[config.mk]
export PLATFORM = sky130hd
export DESIGN_NAME = mux8_collector
export DESIGN_NICKNAME = d
export VERILOG_FILES = /design/src/rtl/mux8_pkg.sv /design/src/rtl/mux8_collector_arb.sv /design/src/rtl/mux8_collector.sv
export SDC_FILE = /design/constraint.sdc
export NUM_CORES = 1
export LEC_CHECK = 0
export CAP_MARGIN = 10
export CORE_MARGIN = 2
export CORE_UTILIZATION = 39
export DETAILED_ROUTE_END_ITERATION = 6
export PLACE_DENSITY = 0.78
export SLEW_MARGIN = 20
export SYNTH_ARGS = -nofsm -noshare
export SYNTH_HDL_FRONTEND = slang
export SYNTH_HIERARCHICAL = 1
export SYNTH_SLANG_ARGS = --single-unit
[constraint.sdc]
create_clock -name clk -period 2.45 [get_ports clk]
set_clock_uncertainty 0.2 [all_clocks]
set_input_delay 0.245 -clock clk [delete_from_list [all_inputs] [get_ports clk]]
set_output_delay 0.245 -clock clk [all_outputs]
set_load 0.05 [all_outputs]
[src/rtl/mux8_pkg.sv]
// Shared constants and types for the 8-to-1 collecting multiplexer.
package mux8_pkg;
  localparam int N_CH  = 8;
  localparam int SEL_W = 3;
  typedef logic [SEL_W-1:0] sel_t;
endpackage

[src/rtl/mux8_collector_arb.sv]
// rr_arb8: combinational 8-way arbiter, search starts at ptr and wraps mod 8.
import mux8_pkg::*;

module rr_arb8 (
  input  logic [N_CH-1:0] req,
  input  sel_t            ptr,
  input  logic            en,
  output logic [N_CH-1:0] gnt_onehot,
  output sel_t            gnt_idx,
  output logic            any
);
  sel_t idx;

  always_comb begin
    gnt_idx = '0;
    any     = 1'b0;
    idx     = '0;
    for (int k = 0; k < N_CH; k++) begin
      idx = ptr + sel_t'(k);
      if (!any && req[idx]) begin
        any     = 1'b1;
        gnt_idx = idx;
      end
    end
    // en withholds the grant without disturbing the index search
    gnt_onehot = (any && en) ? (N_CH'(1) << gnt_idx) : '0;
  end
endmodule

[src/rtl/mux8_collector.sv]
// mux8_collector: registered 8-to-1 collector with source tag.
// `define MUX8_COLLECTOR_RR_EN for round-robin; default is fixed priority (lowest index).
import mux8_pkg::*;

module mux8_collector #(
  parameter int W = 8
) (
  input  logic            clk,
  input  logic            rst_n,
  input  logic [7:0]      in_valid,
  input  logic [8*W-1:0]  in_data,
  output logic [7:0]      in_ready,
  output logic            out_valid,
  input  logic            out_ready,
  output logic [W-1:0]    out_data,
  output logic [2:0]      out_sel
);
  logic         out_valid_q;
  logic [W-1:0] out_data_q;
  sel_t         out_sel_q;
  sel_t         ptr;
  sel_t         gnt_idx;
  logic         gnt_any;
  logic         load_ok;
  logic         xfer;

  assign load_ok = !out_valid_q || out_ready;

  rr_arb8 u_arb (
    .req        (in_valid),
    .ptr        (ptr),
    .en         (load_ok && rst_n),
    .gnt_onehot (in_ready),
    .gnt_idx    (gnt_idx),
    .any        (gnt_any)
  );

  assign xfer = gnt_any && load_ok && rst_n;

`ifdef MUX8_COLLECTOR_RR_EN
  sel_t ptr_q, ptr_d;
  assign ptr_d = xfer ? sel_t'(gnt_idx + 3'd1) : ptr_q;
  always_ff @(posedge clk or negedge rst_n) begin
    if (!rst_n) ptr_q <= '0;
    else        ptr_q <= ptr_d;
  end
  assign ptr = ptr_q;
`else
  assign ptr = '0;
`endif

  always_ff @(posedge clk or negedge rst_n) begin
    if (!rst_n) begin
      out_valid_q <= 1'b0;
      out_data_q  <= '0;
      out_sel_q   <= '0;
    end else if (xfer) begin
      out_valid_q <= 1'b1;
      out_data_q  <= in_data[gnt_idx*W +: W];
      out_sel_q   <= gnt_idx;
    end else if (out_ready) begin
      out_valid_q <= 1'b0;
    end
  end

  assign out_valid = out_valid_q;
  assign out_data  = out_data_q;
  assign out_sel   = out_sel_q;
endmodule

After elaboration in Yosys (flattened, before gate mapping)
Cells that the tools add are included.

Flip-flop bits (word level): 12. Bits of input ports: 75. Output and inout port bits: 20. Word-level logic and storage cells: 44.

Shift operators: 2. Muxes and demuxes: 18. Reduce and logical (&&, ||, !) cells: 21.

Operators with widths (number): variable part select 64 x 7 -> 8 bit (1); two-way mux 3 bit (4); logical AND 1 bit (11); two-way mux 1 bit (11); zero test 1 bit (8); two-way mux 8 bit (1); left shift 1 x 3 -> 8 bit, first input constant (1); two-way mux 2 bit (2); nonzero test 2 bit (1); logical OR 1 bit (1).

Logic depth before layout (Yosys ltp)
Word-level depth: 25. Mapped depth: 17. Mapped depth without buffers: 12.

By module
Netlist, hierarchy kept.

By module, submodules not included: mux8_collector (instances 1, cells each 108, area an instance 1072.3 um^2, seq. area each 300.3 um^2); rr_arb8 (instances 1, cells each 108, area an instance 1053.5 um^2, seq. area each 0.0 um^2).

Worst setup path before layout
No wires, ideal clock.

Kind: input -> output. Start point: in in_valid[2]. End point: out in_ready[1]. Arrival time: 3085 ps. Setup slack: -1080 ps. Stages on the path: 8. Buffers on the path: 1. Path through: mux4_1 > mux2_4 > nand2b_4 > buf_6 > nor4_2 > o32a_4 > nand3b_1 > nor3_1.

Longest elaborated chain between the ends: 19. Elaborated cells between the ends (all ways): 26. Those cells by class: 1 x shift; 13 x mux; 12 x reduce/logical.

Ends and longest elaborated chain: from (decl) (line mux8_collector.sv:10) `input logic [7:0] in_valid,`; logical AND 1 bit (*) (line mux8_collector_arb.sv:20) `if (!any && req[idx]) begin`; two-way mux 1 bit (line mux8_collector_arb.sv:20); zero test 1 bit (line mux8_collector_arb.sv:20); logical AND 1 bit (line mux8_collector_arb.sv:20); two-way mux 1 bit (line mux8_collector_arb.sv:20); zero test 1 bit (line mux8_collector_arb.sv:20); logical AND 1 bit (line mux8_collector_arb.sv:20); two-way mux 1 bit (line mux8_collector_arb.sv:20); (+4 left out); logical AND 1 bit (line mux8_collector_arb.sv:20); two-way mux 1 bit (line mux8_collector_arb.sv:20); zero test 1 bit (line mux8_collector_arb.sv:20); logical AND 1 bit (line mux8_collector_arb.sv:20); two-way mux 3 bit (*) (line mux8_collector_arb.sv:20); net gnt_idx[0] (line mux8_collector.sv:22) `sel_t gnt_idx;`; left shift 1 x 3 -> 8 bit (*) (line mux8_collector_arb.sv:26) `gnt_onehot = (any && en) ? (N_CH'(1) << gnt_idx) : '0;`; two-way mux 8 bit (*) (line mux8_collector_arb.sv:26); to (decl) (line mux8_collector.sv:12) `output logic [7:0] in_ready,`.

Mark *: on every way through the listed nets, which the timed path passes. The rest lies on a longest branch.

Final worst setup path
Start point: in in_valid[2]. End point: out in_ready[3].

Same word-level chain as after synthesis.

==> impl_metrics.py <==
metrics = {
    "outcome": {
        "status": "finished, violations left",
        "violations": "setup timing",
    },
    "floorplanning": {
        "start_util": 0.411,
        "coreArea_um2": 5170,
        "num_rows": 26,
        "die_w_um": 77.8,
        "ioPinCount": 95,
        "die-area_um2": 6060,
        "fp.dieH_um": 77.8,
    },
    "worst_setup_path": {
        "worstSetupEndpointType": "output pin",
        "cp.required_ns": 2.01,
        "start_kind": "input pin",
        "path_class": "in2out",
        "arrival_ns": 2.56,
        "cp_max_fo": 5,
    },
    "global_routing": {
        "grt_util_all_layers": 0.269,
        "grt_overflow_total": 0,
        "grt_pass1_wl_um": 13100,
        "grt_pass1_vias": 2700,
        "grt_max_degree": 23,
        "antenna_found_initial": 0,
    },
    "layout": {
        "drive_above_1_share": 0.435,
        "final_core_util": 0.821,
        "final_nets": 464,
        "final_cell_area_um2": 4250,
        "fin_cells": 456,
        "area_growth_pct": 99.8,
        "antenna_cells": 0,
    },
    "sta": {
        "period_needed_ns": 3.00,
        "final-hold-violation-count": 0,
        "period_share": 1.23,
        "tightest_slew_ns": 0.533,
        "max_freq_ghz": 0.333,
        "slew_headroom": 0.643,
        "hold_slack_ns": 0.165,
        "drv_slew": 0,
        "setup_violations": 17,
        "rsz0062_at_grt": "yes",
        "timing.final.ws_setup_ns": -0.553,
    },
    "logic_synthesis": {
        "synth.most_common_cell": "mux2i_1",
        "ys_ff_latch": 12,
        "ys.warnings.count": 6,
        "synth-seq-area-share": 0.141,
        "yosys-top-cells-count": "39 x mux2i_1, 18 x a22oi_1, 15 x inv_1",
        "syn_inst": 216,
        "syn_avg_cell_area_um2": 9.84,
        "ys_types": 55,
        "synth_top_cell_area_share": 0.184,
        "yosys-top-cells-area": "mux2i_1 18%, dfrtp_1 14%, mux4_2 11%, a22oi_1 6.4%, mux4_1 3.7%",
        "synth_edf_count": 0,
        "yosys.area.top_type": "mux2i_1",
        "synth_area_um2": 2130,
        "synthFlopType": "dfrtp_1",
        "synth_async_sr_flop_share": 1.00,
    },
    "routing": {
        "first_iter_violations": 156,
        "drc": 0,
        "drt-total-wl_um": 9150,
        "post_drt_wl_per_cell_um": 20.1,
        "routed_via_density": 5.66,
        "vias": 2580,
        "ant_nets": 0,
        "drt_first_pass_iters": 4,
    },
    "placement": {
        "dp.cells": 421,
        "gp_congestion": 0.895,
        "dp.final_hpwl_um": 5830,
        "place_area_um2": 3600,
        "portBuffers": 94,
    },
    "power": {
        "power_density_nw_per_um2": 550,
        "cellLeakagePower_nw": 1.76,
        "ir_worst_vdd_mv": 0.317,
    },
    "cts": {
        "path_clk_slew_ns": 0.06,
        "clock_sinks": 12,
        "clk_path_buf_depth": 2,
        "cts-buffers-inserted": 3,
        "cts_tree": "yes",
        "htreeDepth": 1,
        "clockRootBuffer": "clkbuf_8",
        "clk-insertion-delay-late_ns": 0.25,
    },
    "worst_hold_path": {
        "hold_class": "in2async",
    },
    "job": {
        "max_cap_viol_count": 0,
    },
}
[routing by layer]
metal | vias up | track usage | wire length [µm]
li1 | 1174 | - | -
met1 | 1259 | 0.283 | 3270
met2 | 119 | 0.516 | 4870
met3 | 28 | 0.0616 | 673
met4 | 0 | 0.0982 | 339
met5 | - | 0 | 0
[flip-flops by register name, summed over array words and instances, names as in the netlist]
signal and count:
out_sel 3, out_data 8, out_valid 1
[final cells by class]
type	count	area, µm²
repair buffers	174	1740
multi-input cells	180	2010
fillers	271	925
clock buffers	4	55.1
well taps	70	87.6
inverters	16	62.6
flip-flops and latches	12	300
[critical path, stage by stage]
cell       delay (ns)
buf_6            0.09
mux4_2           0.46
mux2_4           0.32
nand2b_4         0.19
a2111oi_4        0.35
o32a_4           0.25
buf_6            0.10
nand3b_1         0.15
a21oi_2          0.21
buf_12           0.16
[per-stage QoR]
| stage | TNS (ns) | power (mW) | setup WS [ns] |
|---|---|---|---|
| after CTS | -7.40 | 2.22 | -0.512 |
| final | -8.32 | 2.33 | -0.553 |
| after global routing | -9.40 | 2.43 | -0.621 |
| after detailed placement | -18.53 | 1.74 | -1.11 |
| after floorplan | -8.18 | 1.24 | -0.553 |
| after global placement | -16.99 | 1.71 | -1.02 |
[power breakdown]
part	total (mW)	internal, mW	switching (mW)	leakage [nW]
clock network	0.222	0.142	0.0799	0.0288
logic	1.81	0.901	0.912	1.59
registers	0.298	0.259	0.0391	0.143
total	2.33	1.30	1.03	1.76
[cells in the final DEF (no fill, tap or decap), types with 6 or more instances in the layout]
| cell type | netlist | final |
|---|---|---|
| a22oi_1 | 18 | 14 |
| a31o_1 | 8 | 8 |
| a31oi_1 | 9 | 8 |
| buf_12 | 2 | 9 |
| buf_4 | 0 | 58 |
| buf_6 | 6 | 21 |
| clkdlybuf4s50_1 | 0 | 78 |
| conb_1 | 1 | 11 |
| dfrtp_1 | 12 | 12 |
| inv_1 | 15 | 15 |
| mux2i_1 | 39 | 30 |
| mux2i_4 | 2 | 6 |
| mux4_2 | 10 | 13 |
| nor3_4 | 0 | 6 |
[path summary, 6_finish.rpt]
kind,from,endpoint,slack [ns],cells past startpoint
max,in_valid[2],in_ready[3],-0.55,10
min,rst_n,out_data[6],0.16,2
max reg2reg,out_valid,out_data[6],0.98,4
min reg2reg,out_sel[0],out_sel[0],0.30,1
max in group asynchronous,rst_n,out_data[3],1.68,2
min in group clk,out_sel[0],out_sel[0],0.30,1
[logic make-up after synthesis]
family	count (synthesis)	synth area share
AO/OA/AOI/OAI	60	0.219
multiplexers	60	0.381
AND/OR/NAND/NOR	42	0.123
buffers and inverters	34	0.101
flip-flops	12	0.141
XOR/XNOR	5	0.0206
adder cells (fa/ha/maj)	2	0.0118
other	1	0.00176
[timing repair]
action,CTS,global route
hold buffers,0,0
resized for setup,56,41
cloned,3,1
pin swaps,22,27
buffers inserted,24,8
setup endpoints to repair,20,19
endpoints found under the hold margin,0,0
No activity file was read; power rests on OpenSTA's default activity.
